`src/rtl/register_file_sb.sv`:
```
// register_file_sb: 2-read/1-write register file with async reset, optional
// hardwired-zero entry 0, optional write bypass and a per-entry busy scoreboard.
module register_file_sb #(
  parameter int ADDRSIZE = 5,
  parameter int WORDSIZE = 32,
  parameter int ZERO_REG = 1,
  parameter int BYPASS   = 1
) (
  input  logic                clk,
  input  logic                rst,
  input  logic                regwr,
  input  logic [ADDRSIZE-1:0] rd,
  input  logic [WORDSIZE-1:0] rddata,
  input  logic [ADDRSIZE-1:0] rs1,
  input  logic [ADDRSIZE-1:0] rs2,
  output logic [WORDSIZE-1:0] rs1data,
  output logic [WORDSIZE-1:0] rs2data,
  output logic                rs1busy,
  output logic                rs2busy,
  input  logic                rsv,
  input  logic [ADDRSIZE-1:0] rsvrd,
  output logic                rsvok
);

  localparam int DEPTH = 1 << ADDRSIZE;
  localparam bit ZR = (ZERO_REG != 0);
  localparam bit BP = (BYPASS != 0);

  logic [WORDSIZE-1:0] mem [DEPTH];
  logic [DEPTH-1:0]    busy;

  logic                     wr_live;
  logic [1:0][ADDRSIZE-1:0] ra;
  logic [1:0][WORDSIZE-1:0] rdat;
  logic [1:0]               rbusy;
  logic                     rsv_busy;

  assign wr_live = regwr && !(ZR && rd == '0);
  assign ra[0]   = rs1;
  assign ra[1]   = rs2;

  // Later assignments take priority: bypass over storage, zero/reset over all.
  always_comb begin
    for (int p = 0; p < 2; p++) begin
      rdat[p]  = mem[ra[p]];
      rbusy[p] = busy[ra[p]];
      if (BP && wr_live && rd == ra[p]) begin
        rdat[p]  = rddata;
        rbusy[p] = 1'b0;
      end
      if (rst || (ZR && ra[p] == '0)) begin
        rdat[p]  = '0;
        rbusy[p] = 1'b0;
      end
    end
  end

  assign rs1data = rdat[0];
  assign rs2data = rdat[1];
  assign rs1busy = rbusy[0];
  assign rs2busy = rbusy[1];

  // A same-cycle release counts as free only when bypass is enabled.
  assign rsv_busy = busy[rsvrd] && !(BP && wr_live && rd == rsvrd);
  assign rsvok    = rsv && !rst && !rsv_busy && !(ZR && rsvrd == '0);

  always_ff @(posedge clk or posedge rst) begin
    if (rst) begin
      for (int i = 0; i < DEPTH; i++) mem[i] <= '0;
      busy <= '0;
    end else begin
      if (wr_live) begin
        mem[rd]  <= rddata;
        busy[rd] <= 1'b0;
      end
      if (rsvok) busy[rsvrd] <= 1'b1;
    end
  end

endmodule
```
`config.mk`:
```
export PLATFORM = sky130hd
export DESIGN_NAME = register_file_sb
export DESIGN_NICKNAME = d
export VERILOG_FILES = /design/src/rtl/register_file_sb.sv
export SDC_FILE = /design/constraint.sdc
export NUM_CORES = 2
export LEC_CHECK = 0
export CAP_MARGIN = 10
export CORE_MARGIN = 5
export CORE_UTILIZATION = 45
export CTS_CLUSTER_SIZE = 16
export DETAILED_ROUTE_END_ITERATION = 8
export MAX_ROUTING_LAYER = met4
export SLEW_MARGIN = 10
export SYNTH_ARGS = -nofsm -noshare
export SYNTH_HDL_FRONTEND = slang
export SYNTH_SLANG_ARGS = --single-unit
```
`constraint.sdc`:
```
create_clock -name clk -period 153.7 [get_ports clk]
set_input_delay 38.425 -clock clk [delete_from_list [all_inputs] [get_ports clk]]
set_output_delay 38.425 -clock clk [all_outputs]
set_load 0.05 [all_outputs]
```
== Word-level counts from Yosys, hierarchy flattened ==
Index checks and enable logic that the tools add are counted.
Storage, ports and cells
  bits of input ports: 56
  output and inout bits: 67
  logic and storage cells: 103
  register bits: 1056
Operators by class
  bitwise logic cells: 6
  equal/unequal tests: 3
  muxes and demuxes: 29
  magnitude comparators: 10
  reduce and logical (&&, ||, !) cells: 22
Operator list (number)
  bitwise mux 1024 bit: 1
  2-to-1 mux 32 bit: 11
  binary-select mux 32 bit (select 5 bit): 2
  demux 32 bit (select 5 bit): 1
  bitwise AND 32 bit: 1
  NOT 32 bit: 1
  OR 32 bit: 1
  less-than comparator 5 x 6 -> 1 bit (second input constant): 4
  zero test 5 bit: 4
  >= comparator 6 bit (second input constant): 3
  NOT 5 -> 6 bit: 3
  binary-select mux 1 bit (select 5 bit): 3
  equality test 5 bit: 3
  logical AND 1 bit: 11
  demux 1 bit (select 5 bit): 2
  >= comparator 5 x 1 -> 1 bit (second input constant): 2
  2-to-1 mux 1 bit: 9
  less-than comparator 6 x 1 -> 1 bit (second input constant): 1
  zero test 1 bit: 5
  logical OR 1 bit: 2

== Longest topological paths before layout ==
  depth after elaboration: 10
  mapped depth: 9
  depth with buffers taken out: 5

== Worst setup path after synthesis ==
Ideal clock, no wire load.
  path kind: in2out
  from: input rst
  to: output rs1data[11]
  slack: 48750 ps
  required time: 115275 ps
  path buffers: 2
  arrival: 66525 ps
  stages: 6
  cells stage by stage: inv_1 > o21ai_0 > or2_1 > clkbuf_1 > buf_6 > o41ai_1
Between the ends
  cells in the longest elaborated chain, start to end: 2
RTL lines
  from (decl): line 10  | input logic rst,
  logical OR 1 bit: line 51  | if (rst || (ZR && ra[p] == '0)) begin
  2-to-1 mux 32 bit: line 51
  to (decl): line 16  | output logic [WORDSIZE-1:0] rs1data,
Every way passes these cells.

== Final worst setup path ==
  from: input rs1[0]
  to: output rs1data[0]
Between the ends
  cells in the longest elaborated chain, start to end: 6
  elaborated cells on any way between the ends: 10
  classes of those cells: eq/ne (1); mux (5); bitwise (1); reduce/logical (3)
RTL lines
  from (decl): line 14  | input logic [ADDRSIZE-1:0] rs1,
  NOT 5 -> 6 bit (not written as such): line 45  | rdat[p] = mem[ra[p]];
  binary-select mux 32 bit (select 5 bit): line 45
  2-to-1 mux 32 bit (not written as such) (2 in a row): line 45
  2-to-1 mux 32 bit: line 47  | if (BP && wr_live && rd == ra[p]) begin
  2-to-1 mux 32 bit (*): line 51
Every way passes the cells marked *; elsewhere a longest branch is shown, timed or not. The select of a mux whose other input is x is not followed.

==> impl_results.md <==
* Crit-path slowest cell: clkdlybuf4s50_1
* Status: finished clean
* Hold EP: mem[997]
* # H-tree levels at 3
* Crit share post-route at 53.3%
* GRT met3 Usage at 5.19%
* Post-synthesis sequential area ratio at 45.8%
* Syn Area/Cell at 14.3 µm²
* CP Cell Sequence: buf_8, buf_4, buf_4, mux4_2, mux2i_1, nor2_1, a311oi_1, o41ai_1, clkdlybuf4s50_1
* Least-Margin Pin Slew at 1.24 ns
* GR Util met1 at 40.2%
* CTS buffer count at 117
* Die Wd at 368 µm
* Vias in the first global route at 38468
* Synth cell types at 57
* DRT antenna net count at 0
* Reg2reg setup slack at 151.52 ns
* Reg2Reg Depth at 5
* Setup violators final at 0
* Largest net degree at the start of global routing at 153
* Routed len/inst at 33.2 µm
* #FFs+latches synth at 1056
* Worst-Skew Late Latency at 0.73 ns
* Shortest period the worst path allows at 81.96 ns
* Layer with the highest usage: met2
* Global-route wire length before repair at 276000 µm
* Hold Crit Start: mem[997]
* Pwr Total at 823 µW
* Drt initial violations at 3533
* Bufs and invs on worst path at 4
* Share of layout cells above drive strength 1 at 45.1%
* RSZ-0062 raised after global routing: false
* Hold path depth at 0
* CP Launch Type: input pin
* Crit path max fanout at 52
* Leading cell types in the layout, fill and taps excluded: dfrtp_1, mux2_2, mux4_2
* CTS tree: yes
* PwrDens at 12.9 mW/mm²
* Max-slew violations at 0
* R2r startpoint: busy[16]
* Core Region at 0.127 mm²
* Post-Syn Nets at 4080
* Maximum clock insertion buffer count at 3
* I/O pins at 123
* CTS Root Cell: clkbuf_16
* Crit path max-delay family: buffers and inverters
* Total GRT Usage at 28.4%
* Lkg Pwr at 27.6 nW
* Ys Warns at 0
* Worst vdd ir at 0.00000888 V
* Synthesized area at 0.0576 mm²
* Final Hold Vio Count at 0
* CTS resizes at 0
* GRT Residual Overflow at 0
* Post-detail-place hpwl at 104000 µm
* Placed cell areas at 0.0599 mm²
* DR vias/cell at 6.67
* Routability cong. at 0.807
* Met2 Use GR at 41.8%
* CP Class: in2out
* CP Data Required Time at 115.28 ns
* CP arrival at 43.53 ns
* Syn Inst Count at 4024
* DR vias at 37857
* CTS sink cnt at 1056
* Setup_tns at 0 ns
* Fmax at 12.2 MHz
* Worst path most repeated cell: buf_4
* Max_slew headroom at 17.2%
* Layout Nets at 3972
* DRC Markers at 0
* Layout Area Growth over Synthesis at 10.7%
* Worst Hold Class: reg2reg
* Postcts setup bufs at 0
* Commonest non-fill, non-tap cell in the layout: dfrtp_1
* Number of synthesized flops with an enable pin at 0
* Final WL at 188000 µm
* # fillers at 10837
* Synth Flop Type: dfrtp_1
* Design Area, Final at 0.0638 mm²
* Std-Cell Rows at 131
* Async set-or-reset flop fraction in the synthesized netlist at 100%
* CTS clk-pin slew, worst paths at 0.06 ns
* PortBufs at 122
* Worst stage delay on the critical path at 0.98 ns
* Total die area at 0.135 mm²
* Number of detailed-route iterations in the first pass at 7
* Initial Utilization at 45.3%
* Max-cap check violation count at 0
* Endpoint class of the critical path: primary output
* CTS hold repair buffers at 0
* Final clock skew at 0.0101 ns
* Antenna violations before repair at 7
* Die Y at 368 µm
* Reg2Reg Capture Point: busy[16]
==> per-layer routing <==
layer	wire length [µm]	vias to the layer above
met5	0	-
met4	6530	0
met3	13900	343
met2	84400	1466
met1	83500	20644
li1	-	15404
==> synth_stat cells, types with 13 or more instances <==
cell type | n | area [µm²]
o211a_1 | 14 | 140
a22oi_1 | 58 | 435
nor2b_1 | 37 | 231
and2_1 | 33 | 206
a32o_1 | 19 | 190
a221oi_1 | 21 | 184
mux2_2 | 1006 | 11300
nor2_1 | 42 | 158
o41ai_1 | 20 | 175
xnor2_1 | 13 | 114
and3_1 | 14 | 87.6
a211oi_1 | 92 | 691
buf_2 | 170 | 851
a31oi_1 | 18 | 113
mux4_2 | 413 | 9300
mux2i_1 | 290 | 2900
dfrtp_1 | 1056 | 26400
o41ai_2 | 24 | 390
a22o_1 | 31 | 272
nand2_1 | 89 | 334
o22ai_1 | 74 | 463
a311oi_1 | 19 | 166
a21oi_1 | 22 | 110
o21ai_0 | 45 | 225
clkbuf_1 | 187 | 702
buf_1 | 52 | 195
buf_4 | 48 | 360
==> worst max-delay path by stage <==
stage                       from          end  cells after the start
after floorplan              rst  rs1data[11]                      6
after CTS                 rs1[0]   rs1data[0]                      9
final                     rs1[0]   rs1data[0]                      9
after global routing      rs1[0]   rs1data[0]                      9
after detailed placement  rs1[0]   rs1data[0]                      9
after global placement    rs1[0]   rs1data[0]                      9
==> where the power goes <==
| group | switching (mW) | internal (mW) | leakage [nW] |
|---|---|---|---|
| sequential | 0.0373 | 0.331 | 13.6 |
| combinational | 0.0729 | 0.0963 | 12.1 |
| clock | 0.118 | 0.169 | 1.91 |
==> logic make-up (layout without fill, tap and decap cells) <==
| kind of cell | after synthesis | in the layout | synth area share, % |
|---|---|---|---|
| flops | 1056 | 1056 | 45.8 |
| compound gates | 484 | 484 | 6.56 |
| simple gates | 282 | 282 | 2.64 |
| other cells | 0 | 3 | 0 |
| mux | 1709 | 1709 | 40.8 |
| buf+inv | 478 | 465 | 3.90 |
| xor+xnor | 15 | 15 | 0.228 |
==> area by class of cell <==
type                            count  area [µm²]  share of cell area [%]
Clock buffer                      191        3600                    5.64
Tap cell                         1662        2080                    3.26
Antenna cell                        3        7.51                  0.0118
Multi-Input combinational cell   2490       29200                    45.8
Clock inverter                     23         295                   0.463
Timing Repair Buffer              240        2130                    3.34
Sequential cell                  1056       26400                    41.4
Inverter                           11        52.6                  0.0824
==> flip-flops by register name, summed over array words and instances (netlist names) <==
name / cells
busy: 32
mem: 1024
==> through the flow <==
step                setup slack, ns  util, %  hold WS, ns  std cells
detailed placement            71.69     47.0        0.383       5459
floorplan                     48.75        -        0.441       4024
global route                  71.45     50.1        0.413       5675
global placement              71.61     47.0        0.377       5459
CTS                           71.66     50.1        0.396       5673
finish                        71.74     50.1        0.394       5676
Power figures use the tool's default switching activity.
